### src/rtl/vga_number_scheduler_if.sv
// Bus between the VGA number scheduler and its environment:
// slot inputs, renderer feedback, scan position and sync outputs.
interface vga_number_scheduler_if #(
    parameter int NUM_SLOTS = 4
);
    logic                     pix_en;
    logic [16*NUM_SLOTS-1:0]  slot_values;
    logic [NUM_SLOTS-1:0]     slot_valid;
    logic                     freeze;
    logic                     render_show;
    logic [10:0]              x;
    logic [10:0]              y;
    logic [10:0]              num_center_x;
    logic [10:0]              num_center_y;
    logic [15:0]              num_value;
    logic                     hsync;
    logic                     vsync;
    logic                     pixel_on;
    logic                     frame_tick;

    modport master (
        input  pix_en,
        input  slot_values,
        input  slot_valid,
        input  freeze,
        input  render_show,
        output x,
        output y,
        output num_center_x,
        output num_center_y,
        output num_value,
        output hsync,
        output vsync,
        output pixel_on,
        output frame_tick
    );

    modport slave (
        output pix_en,
        output slot_values,
        output slot_valid,
        output freeze,
        output render_show,
        input  x,
        input  y,
        input  num_center_x,
        input  num_center_y,
        input  num_value,
        input  hsync,
        input  vsync,
        input  pixel_on,
        input  frame_tick
    );
endinterface

### src/rtl/vga_number_scheduler.sv
// VGA scan controller that time-multiplexes one hex-number renderer
// across NUM_SLOTS horizontal bands, with a tear-free per-frame snapshot.
module vga_number_scheduler #(
    parameter int NUM_SLOTS = 4,
    parameter int H_ACTIVE  = 640,
    parameter int H_FP      = 16,
    parameter int H_SYNC    = 96,
    parameter int H_BP      = 48,
    parameter int V_ACTIVE  = 480,
    parameter int V_FP      = 10,
    parameter int V_SYNC    = 2,
    parameter int V_BP      = 33,
    parameter int ROW_TOP   = 40,
    parameter int ROW_PITCH = 80,
    parameter int CENTER_X  = 320
) (
    input  logic                   clk,
    input  logic                   rst,
    vga_number_scheduler_if.master bus
);

    localparam int H_TOTAL = H_ACTIVE + H_FP + H_SYNC + H_BP;
    localparam int V_TOTAL = V_ACTIVE + V_FP + V_SYNC + V_BP;
    localparam int SEL_W   = (NUM_SLOTS > 1) ? $clog2(NUM_SLOTS) : 1;
    localparam int LIB_W   = $clog2(ROW_PITCH + 1);

    localparam logic [10:0] H_LAST    = 11'(H_TOTAL - 1);
    localparam logic [10:0] V_LAST    = 11'(V_TOTAL - 1);
    localparam logic [10:0] H_VIS     = 11'(H_ACTIVE);
    localparam logic [10:0] V_VIS     = 11'(V_ACTIVE);
    localparam logic [10:0] HS_FIRST  = 11'(H_ACTIVE + H_FP);
    localparam logic [10:0] HS_LAST   = 11'(H_ACTIVE + H_FP + H_SYNC - 1);
    localparam logic [10:0] VS_FIRST  = 11'(V_ACTIVE + V_FP);
    localparam logic [10:0] VS_LAST   = 11'(V_ACTIVE + V_FP + V_SYNC - 1);
    localparam logic [10:0] BAND_TOP  = 11'(ROW_TOP);
    localparam logic [10:0] BAND_END  = 11'(ROW_TOP + NUM_SLOTS * ROW_PITCH);
    localparam logic [10:0] CY_FIRST  = 11'(ROW_TOP + ROW_PITCH / 2);
    localparam logic [10:0] PITCH11   = 11'(ROW_PITCH);
    localparam logic [10:0] CX        = 11'(CENTER_X);
    localparam logic [LIB_W-1:0] LIB_LAST = LIB_W'(ROW_PITCH - 1);

    typedef enum logic {
        BAND_OFF = 1'b0,
        BAND_ON  = 1'b1
    } band_e;

    logic [10:0]                h_cnt;
    logic [10:0]                v_cnt;
    logic [10:0]                h_nxt;
    logic [10:0]                v_nxt;
    logic                       line_wrap;
    logic                       eof;

    band_e                      band_q;
    band_e                      band_d;
    logic [SEL_W-1:0]           sel_q;
    logic [SEL_W-1:0]           sel_d;
    logic [LIB_W-1:0]           lib_q;
    logic [LIB_W-1:0]           lib_d;

    logic [NUM_SLOTS-1:0][15:0] snap_q;
    logic [NUM_SLOTS-1:0]       sval_q;

    logic                       in_band;
    logic                       active;
    logic                       num_enable;
    logic                       hsync_next;
    logic                       vsync_next;

    logic                       hsync_q;
    logic                       vsync_q;
    logic                       pixel_q;
    logic                       tick_q;

    // Next scan position and end-of-line / end-of-frame detection.
    always_comb begin
        line_wrap = (h_cnt == H_LAST);
        eof       = bus.pix_en && line_wrap && (v_cnt == V_LAST);
        h_nxt     = line_wrap ? 11'd0 : h_cnt + 11'd1;
        v_nxt     = v_cnt;
        if (line_wrap) begin
            v_nxt = (v_cnt == V_LAST) ? 11'd0 : v_cnt + 11'd1;
        end
    end

    // Horizontal and vertical scan counters.
    always_ff @(posedge clk) begin
        if (!rst) begin
            h_cnt <= '0;
            v_cnt <= '0;
        end else if (bus.pix_en) begin
            h_cnt <= h_nxt;
            v_cnt <= v_nxt;
        end
    end

    // Band tracking: walks bands line by line instead of dividing v_cnt.
    always_comb begin
        band_d = band_q;
        sel_d  = sel_q;
        lib_d  = lib_q;
        if (bus.pix_en && line_wrap) begin
            if (v_nxt == BAND_TOP) begin
                band_d = BAND_ON;
                sel_d  = '0;
                lib_d  = '0;
            end else if (v_nxt == 11'd0 || v_nxt == BAND_END) begin
                band_d = BAND_OFF;
            end else if (band_q == BAND_ON) begin
                if (lib_q == LIB_LAST) begin
                    sel_d = sel_q + SEL_W'(1);
                    lib_d = '0;
                end else begin
                    lib_d = lib_q + LIB_W'(1);
                end
            end
        end
    end

    // Band state register.
    always_ff @(posedge clk) begin
        if (!rst) begin
            band_q <= BAND_OFF;
            sel_q  <= '0;
            lib_q  <= '0;
        end else begin
            band_q <= band_d;
            sel_q  <= sel_d;
            lib_q  <= lib_d;
        end
    end

    // Snapshot of slot values taken only at an unfrozen end of frame.
    always_ff @(posedge clk) begin
        if (!rst) begin
            snap_q <= '0;
            sval_q <= '0;
        end else if (eof && !bus.freeze) begin
            snap_q <= bus.slot_values;
            sval_q <= bus.slot_valid;
        end
    end

    // Renderer drive and gating for the current scan position.
    always_comb begin
        in_band    = (band_q == BAND_ON);
        active     = (h_cnt < H_VIS) && (v_cnt < V_VIS);
        num_enable = active && in_band && sval_q[sel_q];
        hsync_next = !((h_cnt >= HS_FIRST) && (h_cnt <= HS_LAST));
        vsync_next = !((v_cnt >= VS_FIRST) && (v_cnt <= VS_LAST));
    end

    // Output stage: pixel and syncs stay one pixel tick behind x,y.
    always_ff @(posedge clk) begin
        if (!rst) begin
            hsync_q <= 1'b1;
            vsync_q <= 1'b1;
            pixel_q <= 1'b0;
        end else if (bus.pix_en) begin
            hsync_q <= hsync_next;
            vsync_q <= vsync_next;
            pixel_q <= num_enable & bus.render_show;
        end
    end

    // Single-clock frame pulse, raised even while frozen.
    always_ff @(posedge clk) begin
        if (!rst) begin
            tick_q <= 1'b0;
        end else begin
            tick_q <= eof;
        end
    end

    assign bus.x            = h_cnt;
    assign bus.y            = v_cnt;
    assign bus.num_center_x = CX;
    assign bus.num_center_y = in_band ? CY_FIRST + 11'(sel_q) * PITCH11 : 11'd0;
    assign bus.num_value    = in_band ? snap_q[sel_q] : 16'd0;
    assign bus.hsync        = hsync_q;
    assign bus.vsync        = vsync_q;
    assign bus.pixel_on     = pixel_q;
    assign bus.frame_tick   = tick_q;

endmodule
### src/flat_wrapper.sv
// flat-port wrapper written by rule: the top's interface ports become plain ports
module vga_number_scheduler_flat 
#(
    parameter int NUM_SLOTS = 4,
    parameter int H_ACTIVE  = 640,
    parameter int H_FP      = 16,
    parameter int H_SYNC    = 96,
    parameter int H_BP      = 48,
    parameter int V_ACTIVE  = 480,
    parameter int V_FP      = 10,
    parameter int V_SYNC    = 2,
    parameter int V_BP      = 33,
    parameter int ROW_TOP   = 40,
    parameter int ROW_PITCH = 80,
    parameter int CENTER_X  = 320
)
  (clk, rst, bus_pix_en, bus_slot_values, bus_slot_valid, bus_freeze, bus_render_show, bus_x, bus_y, bus_num_center_x, bus_num_center_y, bus_num_value, bus_hsync, bus_vsync, bus_pixel_on, bus_frame_tick);
  vga_number_scheduler_if #(.NUM_SLOTS(NUM_SLOTS)) bus_i ();
  input  logic clk;
  input  logic rst;
  input wire logic [$bits(bus_i.pix_en)-1:0] bus_pix_en;
  input wire logic [$bits(bus_i.slot_values)-1:0] bus_slot_values;
  input wire logic [$bits(bus_i.slot_valid)-1:0] bus_slot_valid;
  input wire logic [$bits(bus_i.freeze)-1:0] bus_freeze;
  input wire logic [$bits(bus_i.render_show)-1:0] bus_render_show;
  output wire logic [$bits(bus_i.x)-1:0] bus_x;
  output wire logic [$bits(bus_i.y)-1:0] bus_y;
  output wire logic [$bits(bus_i.num_center_x)-1:0] bus_num_center_x;
  output wire logic [$bits(bus_i.num_center_y)-1:0] bus_num_center_y;
  output wire logic [$bits(bus_i.num_value)-1:0] bus_num_value;
  output wire logic [$bits(bus_i.hsync)-1:0] bus_hsync;
  output wire logic [$bits(bus_i.vsync)-1:0] bus_vsync;
  output wire logic [$bits(bus_i.pixel_on)-1:0] bus_pixel_on;
  output wire logic [$bits(bus_i.frame_tick)-1:0] bus_frame_tick;
  assign bus_i.pix_en = bus_pix_en;
  assign bus_i.slot_values = bus_slot_values;
  assign bus_i.slot_valid = bus_slot_valid;
  assign bus_i.freeze = bus_freeze;
  assign bus_i.render_show = bus_render_show;
  assign bus_x = bus_i.x;
  assign bus_y = bus_i.y;
  assign bus_num_center_x = bus_i.num_center_x;
  assign bus_num_center_y = bus_i.num_center_y;
  assign bus_num_value = bus_i.num_value;
  assign bus_hsync = bus_i.hsync;
  assign bus_vsync = bus_i.vsync;
  assign bus_pixel_on = bus_i.pixel_on;
  assign bus_frame_tick = bus_i.frame_tick;
  vga_number_scheduler #(.NUM_SLOTS(NUM_SLOTS), .H_ACTIVE(H_ACTIVE), .H_FP(H_FP), .H_SYNC(H_SYNC), .H_BP(H_BP), .V_ACTIVE(V_ACTIVE), .V_FP(V_FP), .V_SYNC(V_SYNC), .V_BP(V_BP), .ROW_TOP(ROW_TOP), .ROW_PITCH(ROW_PITCH), .CENTER_X(CENTER_X)) u_core (.clk(clk), .rst(rst), .bus(bus_i));
endmodule
### config.mk
export PLATFORM = sky130hd
export DESIGN_NAME = vga_number_scheduler_flat
export DESIGN_NICKNAME = d
export VERILOG_FILES = /design/src/rtl/vga_number_scheduler_if.sv /design/src/rtl/vga_number_scheduler.sv /design/src/flat_wrapper.sv
export SDC_FILE = /design/constraint.sdc
export NUM_CORES = 1
export LEC_CHECK = 0
export CAP_MARGIN = 20
export CORE_AREA = 5 5 138 140
export CTS_BUF_LIST = sky130_fd_sc_hd__clkbuf_4 sky130_fd_sc_hd__clkbuf_8 sky130_fd_sc_hd__clkbuf_16
export DETAILED_ROUTE_END_ITERATION = 10
export DIE_AREA = 0 0 143 145
export GPL_TIMING_DRIVEN = 1
export PLACE_DENSITY_LB_ADDON = 0.05
export SETUP_SLACK_MARGIN = 0.02
export SLEW_MARGIN = 40
export SYNTH_ARGS = -nofsm -noshare
export SYNTH_HDL_FRONTEND = slang
export SYNTH_SLANG_ARGS = --single-unit
### constraint.sdc
create_clock -name clk -period 3.4 [get_ports clk]
set_clock_uncertainty 0.15 [all_clocks]
set_input_delay 0.34 -clock clk [delete_from_list [all_inputs] [get_ports clk]]
set_output_delay 0.34 -clock clk [all_outputs]
set_load 0.02 [all_outputs]
==> metrics <==
vias in the first global route=4669; synth cell count leaders=nand2_1 (156), dfxtp_1 (104), a21oi_1 (82), clkbuf_1 (43), nor2_1 (26); Unique masters post-synth=61; Ys Warns=0; Final Cell Area=6894 sq um; Setup Buffers After CTS=0; Critical Path AT=3300 ps; CTS Sinks=104; period utilisation layout=94.95%; fin. max-slew vios=0; ANT cells=0; final hold violations=0; Post-Synthesis Cells=641; top_reg_cell synth=dfxtp_1; HPWL Detailed=11000 um; TritonCTS buffer count=9; Seq cells post-synth=104; GRT Resource Usage Total=14.88%; initial antenna violation count=0; R2R setup slack=170 ps; layout cells sized above 1=9.530%; dominant cell type by area after synthesis=dfxtp_1; Post-Synthesis Mean Instance Area=8.147 sq um; Routed WL=15530 um; setup tns final=0 ps; critical path endpoint category=flip-flop; status=complete, no violations; die span in x=143 um; port buffer count=119; initial DRC count=240; IO Count=137; fmax=309.8 MHz; Wirelength per Cell=15.94 um; WP data required=3470 ps; Clk pin slew, worst setup/hold paths=70 ps; Seq/Total Area, Yosys=39.87%; Area contributors post-synth=dfxtp_1 (40%), nand2_1 (11%), a21oi_1 (7.9%); RSZ-0062 raised after global routing=false; Synth Cell Area=5223 sq um; Post-layout nets=823; EDFF count, synth=0; maximum VDD drop=221.7 uV; Pre-Repair DR Iteration Count=5; setup violators final=0; grt ovf=0; Critical Path Fanout Max=7; Chip Height=145 um; # H-tree levels=3; P_leak=2.264 nW; Routed Antenna Nets=0; Max-slew headroom=64.92%; power density over cell area=341.7 nW/um^2; global-route wire length before repair=24790 um; Setup CP Type=reg -> reg; most frequent cell after synthesis=nand2_1; Vias=4774; initial core utilization=29.48%; worst min path class=reg -> reg; clk_lat worst skew=350 ps; DR vias/cell=4.901; Tmin final=3228 ps; Max Cap Viol=0; clock root cell=clkbuf_16; largest net degree at the start of global routing=69; Die Area=20740 sq um; Core Region=17720 sq um; asr flop ratio synth=0%; worst slew pin tran=524.6 ps; # DRC=0; TritonCTS clock tree=done; area grow syn2layout=32.01%; top cell type's share of synthesized area=39.87%; Worst Setup Start Kind=flip-flop; gpl congestion=0.8577; Post-Place Cell Area=6615 sq um; Clock Tree Buf Depth=2; FP Rows=49
[report_power, final]
part	total, W	switching, W	internal, W	leakage (nW)
registers	0.00123	0.00000449	0.00122	0.839
clock network	0.000969	0.000474	0.000496	0.128
logic	0.000161	0.0000713	0.0000896	1.30
total	0.00236	0.000549	0.00181	2.26
[flip-flops by register name, indices dropped and copies added, names as in the netlist]
register / cells
u_core.snap_q: 64
u_core.bus.x: 11
u_core.bus.y: 11
u_core.lib_q: 7
u_core.sval_q: 4
u_core.sel_q: 2
u_core.band_q: 1
u_core.bus.frame_tick: 1
u_core.bus.hsync: 1
u_core.bus.pixel_on: 1
u_core.bus.vsync: 1
[cells by family (layout without fill, tap and decap cells)]
group / count (synthesis) / after routing / synth area share [%]
buffers and inverters: 79 / 168 / 7.283
XOR/XNOR: 11 / 11 / 1.845
multiplexers: 20 / 20 / 7.906
adder cells (fa/ha/maj): 9 / 9 / 2.156
AO/OA/AOI/OAI: 141 / 141 / 16.12
other: 2 / 17 / 0.1438
AND/OR/NAND/NOR: 275 / 275 / 24.68
flip-flops: 104 / 104 / 39.87
[worst max-delay path, cell delays in order, from the launching register on]
cell	delay (ps)
dfxtp_1	370
or4b_4	580
or3_4	380
buf_4	180
or3_1	340
a21bo_2	230
nor2_1	270
nand2_1	220
a21oi_1	270
o32ai_2	110
[through the flow]
step / util, % / setup slack [ps] / std cells / total power [W] / hold WS (ps)
final: 38.91 / 171.7 / 974 / 0.002356 / 303.2
after CTS: 38.85 / 114.3 / 974 / 0.002398 / 305.5
after global placement: 37.33 / 241.1 / 959 / 0.001417 / 290.7
after detailed placement: 37.33 / 136.3 / 959 / 0.001416 / 295.6
after floorplan: - / 246.6 / 656 / 0.001321 / 283.1
after global routing: 38.91 / 54.45 / 974 / 0.002461 / 320.1
[path summary, 6_finish.rpt]
| path | start | to | depth (start not counted) |
|---|---|---|---|
| worst max register to register | u_core.bus.x[5] | u_core.sel_q[1] | 9 |
| worst max-delay path | u_core.bus.x[5] | u_core.sel_q[1] | 9 |
| worst min-delay path | u_core.snap_q[22] | u_core.snap_q[22] | 2 |
| worst min register to register | u_core.snap_q[22] | u_core.snap_q[22] | 2 |
[layout make-up]
cell class	instances	area [sq um]
tap	229	286.5
clock buffer	9	225.2
sequential	104	2086
clock inverter	6	42.54
multi-input combinational	473	2831
fill	1823	10820
timing repair buffer	140	1374
inverter	13	48.80
[cells in the final DEF (no fill, tap or decap), types with 15 or more instances in the layout]
cell,instances
conb_1,17
nor2_1,26
clkdlybuf4s50_1,119
a21oi_1,82
o21ai_0,19
mux4_2,17
nand4_1,15
dfxtp_1,103
nand2_1,156
and2_1,19
buf_4,19
[per-layer routing]
metal  track usage [%]  up-vias  part of all wire, %
li1                  -     2379                    -
met1             20.55     2233                   47
met2             22.98      149                   46
met3             4.146       13                  5.9
met4             3.755        0                  1.2
met5                 0        -                    0
[what timing repair did]
action | 4_1_cts | 5_1_grt
gates resized for setup | 0 | 4
hold buffers | 0 | 0
endpoints found under the setup margin | 0 | 6
No activity file was read; power rests on OpenSTA's default activity.
